<file path="src/rtl/calc_port_engine.sv">
// Responder engine for one calculator request/response port.
// Two-beat requests (cmd+op1, then op2) are captured, queued in a small FIFO,
// executed in order with a fixed latency and answered with a one-cycle response.
module calc_port_engine #(
    parameter int QDEPTH   = 4,  // request FIFO entries, power of 2, >= 2
    parameter int EXEC_LAT = 2   // cycles from FIFO pop to response cycle, >= 1
) (
    input  logic                      c_clk,
    input  logic                      reset,
    input  logic [3:0]                req_cmd_in,
    input  logic [31:0]               req_data_in,
    output logic [1:0]                out_resp,
    output logic [31:0]               out_data,
    output logic [$clog2(QDEPTH):0]   q_count,
    output logic                      drop_sticky
);

    localparam int AW = $clog2(QDEPTH);
    localparam int CW = AW + 1;
    localparam int LW = (EXEC_LAT > 1) ? $clog2(EXEC_LAT) : 1;
    localparam logic [LW-1:0] RUN_LAST = LW'((EXEC_LAT > 1) ? EXEC_LAT - 2 : 0);
    localparam logic [CW-1:0] FULL_CNT = CW'(QDEPTH);

    localparam logic [1:0] RESP_OK   = 2'b01;
    localparam logic [1:0] RESP_OVF  = 2'b10;
    localparam logic [1:0] RESP_BAD  = 2'b11;

    typedef enum logic {CAP_IDLE, CAP_OP2} cap_state_e;
    typedef enum logic [1:0] {EX_IDLE, EX_RUN, EX_RESP} ex_state_e;

    typedef struct packed {
        logic [3:0]  cmd;
        logic [31:0] op1;
        logic [31:0] op2;
    } entry_t;

    // ------------------------------------------------------------------
    // Capture FSM
    // ------------------------------------------------------------------
    cap_state_e  cap_state_q, cap_state_d;
    logic [3:0]  cmd_q, cmd_d;
    logic [31:0] op1_q, op1_d;
    logic        push;
    entry_t      push_entry;

    // Next-state logic: beat 1 latches cmd/op1, beat 2 pushes the full entry.
    always_comb begin
        // NOTE: every output of this block gets a default first so no path
        // leaves a signal unassigned, which would otherwise infer a latch.
        cap_state_d = cap_state_q;
        cmd_d       = cmd_q;
        op1_d       = op1_q;
        push        = 1'b0;
        push_entry  = '{cmd: cmd_q, op1: op1_q, op2: req_data_in};
        case (cap_state_q)
            CAP_IDLE: begin
                if (req_cmd_in != 4'd0) begin
                    cap_state_d = CAP_OP2;
                    cmd_d       = req_cmd_in;
                    op1_d       = req_data_in;
                end
            end
            CAP_OP2: begin
                push        = 1'b1;
                cap_state_d = CAP_IDLE;
            end
            default: cap_state_d = CAP_IDLE;
        endcase
    end

    // Capture state register.
    always_ff @(posedge c_clk) begin
        // NOTE: state uses non-blocking assignments so every register samples
        // the values from before the edge, independent of statement order.
        if (reset) begin
            cap_state_q <= CAP_IDLE;
            cmd_q       <= '0;
            op1_q       <= '0;
        end else begin
            cap_state_q <= cap_state_d;
            cmd_q       <= cmd_d;
            op1_q       <= op1_d;
        end
    end

    // ------------------------------------------------------------------
    // Request FIFO
    // ------------------------------------------------------------------
    entry_t          mem [QDEPTH];
    logic [AW-1:0]   wr_ptr_q, rd_ptr_q;
    logic [CW-1:0]   count_q;
    logic            drop_q;
    ex_state_e       ex_state_q, ex_state_d;
    logic            full, empty, pop, push_ok, drop;
    entry_t          head;

    assign full    = (count_q == FULL_CNT);
    assign empty   = (count_q == '0);
    assign pop     = (ex_state_q == EX_IDLE) && !empty;
    // A push into a full queue survives only if the head leaves this cycle.
    assign push_ok = push && (!full || pop);
    assign drop    = push && full && !pop;
    assign head    = mem[rd_ptr_q];

    // FIFO storage write.
    always_ff @(posedge c_clk) begin
        // NOTE: the storage array has no reset; entries are only ever read
        // behind the occupancy count, so stale contents are never observed.
        if (push_ok) begin
            mem[wr_ptr_q] <= push_entry;
        end
    end

    // FIFO pointers, occupancy and the sticky drop flag.
    always_ff @(posedge c_clk) begin
        if (reset) begin
            wr_ptr_q <= '0;
            rd_ptr_q <= '0;
            count_q  <= '0;
            drop_q   <= 1'b0;
        end else begin
            if (push_ok) wr_ptr_q <= wr_ptr_q + AW'(1);
            if (pop)     rd_ptr_q <= rd_ptr_q + AW'(1);
            case ({push_ok, pop})
                2'b10:   count_q <= count_q + CW'(1);
                2'b01:   count_q <= count_q - CW'(1);
                default: count_q <= count_q;
            endcase
            if (drop) drop_q <= 1'b1;
        end
    end

    // ------------------------------------------------------------------
    // Arithmetic on the queue head
    // ------------------------------------------------------------------
    logic [32:0] sum;
    logic [1:0]  res_resp;
    logic [31:0] res_data;

    // Result of the head entry; only consumed on the cycle it is popped.
    always_comb begin
        sum      = {1'b0, head.op1} + {1'b0, head.op2};
        res_resp = RESP_BAD;
        res_data = '0;
        case (head.cmd)
            4'd1: begin
                if (sum[32]) begin
                    res_resp = RESP_OVF;
                end else begin
                    res_resp = RESP_OK;
                    res_data = sum[31:0];
                end
            end
            4'd2: begin
                if (head.op1 < head.op2) begin
                    res_resp = RESP_OVF;
                end else begin
                    res_resp = RESP_OK;
                    res_data = head.op1 - head.op2;
                end
            end
            4'd5: begin
                res_resp = RESP_OK;
                res_data = head.op1 << head.op2[4:0];
            end
            4'd6: begin
                res_resp = RESP_OK;
                res_data = head.op1 >> head.op2[4:0];
            end
            default: begin
                res_resp = RESP_BAD;
                res_data = '0;
            end
        endcase
    end

    // ------------------------------------------------------------------
    // Exec FSM
    // ------------------------------------------------------------------
    logic [LW-1:0] run_cnt_q, run_cnt_d;
    logic [1:0]    resp_q, resp_d;
    logic [31:0]   data_q, data_d;

    // Next-state logic: pop when idle, wait out the latency, respond once.
    always_comb begin
        ex_state_d = ex_state_q;
        run_cnt_d  = run_cnt_q;
        resp_d     = resp_q;
        data_d     = data_q;
        case (ex_state_q)
            EX_IDLE: begin
                if (pop) begin
                    resp_d     = res_resp;
                    data_d     = res_data;
                    run_cnt_d  = '0;
                    ex_state_d = (EXEC_LAT == 1) ? EX_RESP : EX_RUN;
                end
            end
            EX_RUN: begin
                if (run_cnt_q == RUN_LAST) begin
                    ex_state_d = EX_RESP;
                end else begin
                    run_cnt_d = run_cnt_q + LW'(1);
                end
            end
            EX_RESP: ex_state_d = EX_IDLE;
            default: ex_state_d = EX_IDLE;
        endcase
    end

    // Exec state register and held result.
    always_ff @(posedge c_clk) begin
        if (reset) begin
            ex_state_q <= EX_IDLE;
            run_cnt_q  <= '0;
            resp_q     <= '0;
            data_q     <= '0;
        end else begin
            ex_state_q <= ex_state_d;
            run_cnt_q  <= run_cnt_d;
            resp_q     <= resp_d;
            data_q     <= data_d;
        end
    end

    assign out_resp    = (ex_state_q == EX_RESP) ? resp_q : 2'b00;
    assign out_data    = (ex_state_q == EX_RESP) ? data_q : 32'd0;
    assign q_count     = count_q;
    assign drop_sticky = drop_q;

endmodule

</file>
<file path="config.mk">
export PLATFORM = sky130hd
export DESIGN_NAME = calc_port_engine
export DESIGN_NICKNAME = d
export VERILOG_FILES = /design/src/rtl/calc_port_engine.sv
export SDC_FILE = /design/constraint.sdc
export NUM_CORES = 1
export LEC_CHECK = 0
export ABC_AREA = 1
export CAP_MARGIN = 20
export CORE_ASPECT_RATIO = 1.5
export CORE_MARGIN = 5
export CORE_UTILIZATION = 45
export DETAILED_ROUTE_END_ITERATION = 10
export PLACE_DENSITY_LB_ADDON = 0.08
export RECOVER_POWER = 25
export SYNTH_ARGS = -nofsm -noshare
export SYNTH_HDL_FRONTEND = slang
export SYNTH_SLANG_ARGS = --single-unit
export TNS_END_PERCENT = 1
</file>
<file path="constraint.sdc">
create_clock -name c_clk -period 5.6 [get_ports c_clk]
set_clock_uncertainty 0.1 [all_clocks]
set_input_delay 0.56 -clock c_clk [delete_from_list [all_inputs] [get_ports c_clk]]
set_output_delay 0.56 -clock c_clk [all_outputs]
set_load 0.005 [all_outputs]
</file>
### Word level (Yosys, flattened, before mapping)

Memories as Yosys holds them, arrays and structs flattened. A register that Yosys moved wholly into a read port is not among the register bits.
Index checks and enable logic that the tools add are counted.

| word-level totals | value |
|---|---|
| input port bits | 38 |
| memories kept | 1 |
| word-level logic and storage cells | 74 |
| bits in writable memories | 272 |
| output and inout port bits | 38 |
| register bits after elaboration | 82 |

Memories:

| name | depth | bits a word | read ports | clocked after Yosys merged registers in | write ports | line | RTL |
|---|---|---|---|---|---|---|---|
| mem | 4 | 68 | 1 | 1 | 1 | 89 | `entry_t mem [QDEPTH];` |

| cells by class | value |
|---|---|
| shift-type cells | 2 |
| reductions and logical operators | 18 |
| add/sub/neg operators | 7 |
| bitwise gates (word level) | 1 |
| magnitude comparators | 1 |
| multiplexer cells | 22 |
| equal/unequal tests | 11 |

Operators with widths:

| cell | number |
|---|---|
| $pmux 32 s4 | 1 |
| $mux 32 | 3 |
| $add 32x32->33 | 1 |
| $lt 32x32->1 | 1 |
| $shl 32x5->32 | 1 |
| $shr 32x5->32 | 1 |
| $sub 32x32->32 | 1 |
| $mux 2 | 7 |
| $eq 4x3->1 const B | 2 |
| $reduce_and 2->1 | 4 |
| $mux 1 | 6 |
| $pmux 2 s3 | 1 |
| $pmux 3 s2 | 1 |
| $add 2x1->2 const B | 2 |
| $eq 2x1->1 const B | 2 |
| $eq 2x2->1 const B | 2 |
| $eq 4x1->1 const B | 1 |
| $eq 4x2->1 const B | 1 |
| $logic_and 1x1->1 | 4 |
| $ne 2x2->1 const B | 2 |
| $pmux 1 s2 | 2 |
| $pmux 2 s2 | 1 |
| $reduce_bool 2->1 | 2 |
| $reduce_bool 4->1 | 1 |
| other kinds (10) | 12 |

### Longest topological paths before layout

| depth | value |
|---|---|
| depth in word-level cells | 7 |
| gate-level depth with buffers | 28 |
| depth with buffers taken out | 24 |

### Least setup slack after synthesis

Ideal clock, no wire load.

| path | value |
|---|---|
| path type | flip-flop to flip-flop |
| from | register count_q[1], in the netlist q_count[1] |
| to | memory mem[0][0] (netlist name), enable pin |
| stages on the path, launching flop included | 7 |
| path slack | 1.357 ns |
| required time | 5.005 ns |
| setup time | 0.495 ns |
| clock period less this slack | 4.243 ns |
| arrival | 3.649 ns |
| path buffers | 0 |
| cell sequence | dfxtp_1 -> nor2_1 -> inv_1 -> o21ai_0 -> nand2_1 -> nand2_1 -> nor2_1 |

| on the way | value |
|---|---|
| longest elaborated chain between the ends | 7 |
| elaborated cells on any way between the ends | 9 |
| classes of those cells | eq/ne: 1; mux: 2; reduce/logical: 6 |

RTL lines:

| item | line | RTL |
|---|---|---|
| from (decl) | 91 | `logic [CW-1:0] count_q;` |
| from (signal assigned) | 125 | `2'b10: count_q <= count_q + CW'(1);` |
| from (signal assigned) | 126 | `2'b01: count_q <= count_q - CW'(1);` |
| from (signal assigned) | 127 | `default: count_q <= count_q;` |
| $logic_not 3->1 | 98 | `assign empty = (count_q == '0);` |
| $logic_not 1->1 | 99 | `assign pop = (ex_state_q == EX_IDLE) && !empty;` |
| $logic_and 1x1->1 | 99 |  |
| $logic_or 1x1->1 * | 101 | `assign push_ok = push && (!full \|\| pop);` |
| $logic_and 1x1->1 * | 101 |  |
| $mux 1 * | 109 | `if (push_ok) begin` |
| $mux 1 (not written as such) * | 110 | `mem[wr_ptr_q] <= push_entry;` |
| to (decl) | 89 |  |

Every way passes the cells marked *; elsewhere a longest branch is shown, timed or not.

==> run_results.csv <==
group,metric,value,unit
detailed_routing,drcViolationCount,0,
critical_path,ff2ff_setup_slack,0.42,ns
final_layout,fin_nets,3205,
yosys,synthFlopType,"edfxtp_1",
sta,slew_headroom,35.7,%
critical_path,critPathMaxFanout,80,
worst_hold_path,worst_hold_path.num_cells,1,
yosys,synth_edf_count,272,
yosys,ys_types,45,
global_route,grt_use_total,30.6,%
placement,gp_congestion,1.14,
yosys,synthSimpleGateAreaFrac,35.0,%
yosys,synth_seq_cells,355,
clocking,clkTransAtPathRegs,0.06,ns
clocking,clockRootBuffer,"clkbuf_16",
yosys,synth-xor-area-share,0.972,%
clocking,cts_tree,"yes",
clocking,clkSinkCount,355,
yosys,synth_area_leaders,"edfxtp_1 36%, nand2_1 16%, nand3_1 11%, dfxtp_1 7.4%, inv_1 5.5%",
floorplanning,die_y,284,µm
sta,min_period,5.18,ns
pwr,power.density,706,nW/µm²
clocking,ctsResizeCount,0,
placement,dp_hpwl,63600,µm
sta,tns,0,ns
clocking,clockBufferDepth,3,
critical_path,worstPathArrival,5.57,ns
floorplanning,dieWidth,193,µm
yosys,synth_top_family_by_area,"simple AND/OR/NAND/NOR gates",
yosys,synth_fa_ha_area_share,4.21,%
critical_path,cp_data_required_time,6.00,ns
sta,fin_crit_sh,92.4,%
clocking,postCtsHoldBufs,0,
critical_path,crit_type,"reg2reg",
detailed_routing,drt_iter0_drc,2006,
critical_path,r2r_end,"data_q[6]$_SDFFE_PP0P_",
global_route,overflow,0,
floorplanning,io_pins,76,
floorplanning,rows,100,
clocking,cts-buffers-inserted,37,
critical_path,critPathLaunchType,"flip-flop",
floorplanning,coreArea,49700,µm²
detailed_routing,wl_per_cell,22.6,µm
yosys,syn_area,22500,µm²
clocking,postCtsSetupBuffers,0,
sta,max_freq,193,MHz
job,maxCapViolCount,0,
global_route,grt_pass1_vias,20100,
status,status,"complete, no violations",
sta,worst-slew-pin-transition,0.962,ns
yosys,synth_cells,3084,
clocking,clock_latency,0.56,ns
pwr,peakVddDrop,0.345,mV
final_layout,antenna_cells,0,
worst_hold_path,min_path_type,"reg2reg",
yosys,yosys.area.top_type,"edfxtp_1",
final_layout,area_growth,11.6,%
critical_path,cp-end-kind,"flip-flop",
yosys,syn-num-nets,3196,
floorplanning,initial_core_util,45.4,%
floorplanning,die_area,54700,µm²
yosys,postSynth.asyncResetShare,0,%
detailed_routing,ant_nets,0,
worst_hold_path,min_to,"ex_state_q[1]$_SDFFE_PP0P_",
detailed_routing,wirelength,85700,µm
yosys,muxShareOfSynthArea,0,%
yosys,synth-compound-area-share,6.86,%
yosys,yosysSeqAreaShare,43.6,%
detailed_routing,via_per_inst,5.60,
yosys,synth.avg_cell_area,7.31,µm²
clocking,htreeDepth,2,
sta,finalHoldViolations,0,
placement,port_buffers,75,
global_route,antenna_found_initial,0,
detailed_routing,num_vias,21200,
detailed_routing,dr.pass1.iters,6,
final_layout,drive_gt1_share,4.90,%
worst_hold_path,min_from,"ex_state_q[1]$_SDFFE_PP0P_",
sta,setup_viol,0,
yosys,yosysTopAreaCellShare,36.3,%
critical_path,timing.reg2reg.worst_path_depth,21,
sta,rsz0062_at_grt,"false",
global_route,grt_max_degree,142,
global_route,grt_pass1_wl,125000,µm
yosys,yosysWarnings,0,
pwr,total_leakage_power,11.1,nW
sta,timing.hold.ws,0.347,ns
sta,slew_violations,0,
## synthesized netlist by cell type, types with 2 or more instances
library cell and count:
nand2_1 985, nand4_1 42, clkbuf_1 44, buf_6 14
o22ai_1 14, xor2_1 21, nor2_1 297, a32oi_1 27
nor2_2 2, nand2_2 12, clkbuf_2 3, dfxtp_1 83
edfxtp_1 272, buf_2 62, inv_1 331, fa_1 3
a21oi_1 116, nand3b_1 4, buf_4 14, o211ai_1 3
nor3_1 12, xnor2_1 4, o21bai_1 9, nor2_4 5
inv_2 10, o21ai_0 66, inv_4 2, nand3_1 493
nand3_2 2, a21oi_2 3, and2_1 9, buf_1 15
a21o_1 3, ha_1 71, o21ai_1 19, a31oi_1 3
## critical path, stage by stage (launching register included)
cell	delay (ns)
dfxtp_4	0.36
inv_4	0.57
buf_4	0.32
buf_4	0.19
nand2_1	0.07
nand2_1	0.05
nand2_1	0.04
nand2_1	0.41
ha_1	0.44
inv_1	0.18
nand2_1	0.09
nand2_1	0.11
nand2_1	0.11
nand2_1	0.08
nand2_1	0.10
nand2_1	0.07
a21oi_1	0.22
nand3_2	0.36
buf_4	0.35
o22ai_1	0.51
o21ai_1	0.15
a21oi_1	0.14
## per-stage QoR
stage / cell area [µm²] / setup WS [ns] / cells / util, % / power, W
3_5_place_dp: 23700 / 0.535 / 3716 / 47.8 / 0.0147
2_1_floorplan: 22500 / 1.36 / 3084 / - / 0.0108
3_3_place_gp: 23700 / 0.655 / 3716 / 47.8 / 0.0148
5_1_grt: 25100 / 0.152 / 3785 / 50.6 / 0.0188
6_report: 25100 / 0.424 / 3785 / 50.6 / 0.0177
4_1_cts: 25100 / 0.528 / 3784 / 50.5 / 0.0175
## per-layer routing
| metal | vias up | wire (µm) | global-route usage [%] | share of wire, % |
|---|---|---|---|---|
| met5 | - | 0 | 0 | 0 |
| met4 | 0 | 8270 | 22.9 | 9.6 |
| met3 | 289 | 4920 | 4.60 | 5.7 |
| met2 | 863 | 40100 | 49.8 | 47 |
| met1 | 9926 | 32400 | 36.2 | 38 |
| li1 | 10100 | - | - | - |
## cell families after synthesis
group	count (synthesis)
fa+ha+maj	74
flops	355
buf+inv	497
compound gates	267
simple gates	1866
xor+xnor	25
## registers in the layout (all words and copies together) (netlist names), named ones only
name         cells
drop_sticky      1
op1_q           32
resp_q           2
ex_state_q       2
q_count          3
cap_state_q      1
wr_ptr_q         2
data_q          32
mem            272
rd_ptr_q         2
cmd_q            4
## worst max-delay path by stage
stage / end / cells past startpoint / slack [ns]
5_1_grt: data_q[17]$_SDFFE_PP0P_ / 21 / 0.15
2_1_floorplan: mem[0][0]$_DFFE_PP_ / 6 / 1.36
3_5_place_dp: data_q[6]$_SDFFE_PP0P_ / 21 / 0.54
3_3_place_gp: data_q[16]$_SDFFE_PP0P_ / 21 / 0.66
6_report: data_q[6]$_SDFFE_PP0P_ / 21 / 0.42
4_1_cts: data_q[6]$_SDFFE_PP0P_ / 21 / 0.53
## cell type report
class	instances	area, µm²
Fill cell	4968	24500
Multi-Input combinational cell	2232	10600
Sequential cell	355	9830
Inverter	345	1300
Timing Repair Buffer	122	1160
Clock buffer	44	1010
Tap cell	663	830
Clock inverter	24	354
## layout by cell type, fill, tap and decap left out, types with 9 or more instances in the layout
cell,count
a21oi_1,116
a32oi_1,27
and2_1,9
buf_4,43
clkbuf_16,39
clkdlybuf4s50_1,69
dfxtp_1,82
edfxtp_1,272
ha_1,71
inv_1,331
inv_2,9
nand2_1,984
nand2_2,13
nand3_1,493
nand4_1,42
nor2_1,293
nor2_4,9
nor3_1,12
o21ai_0,65
o21ai_1,19
o21bai_1,9
o22ai_1,14
xor2_1,21
## power breakdown
| part | internal [W] | total, W | switching (W) |
|---|---|---|---|
| Combinational | 0.00308 | 0.0118 | 0.00873 |
| Sequential | 0.00309 | 0.00321 | 0.000122 |
| Clock | 0.00164 | 0.00271 | 0.00107 |
| Total | 0.00781 | 0.0177 | 0.00993 |
Note: power is estimated with default switching activity, not from simulation.
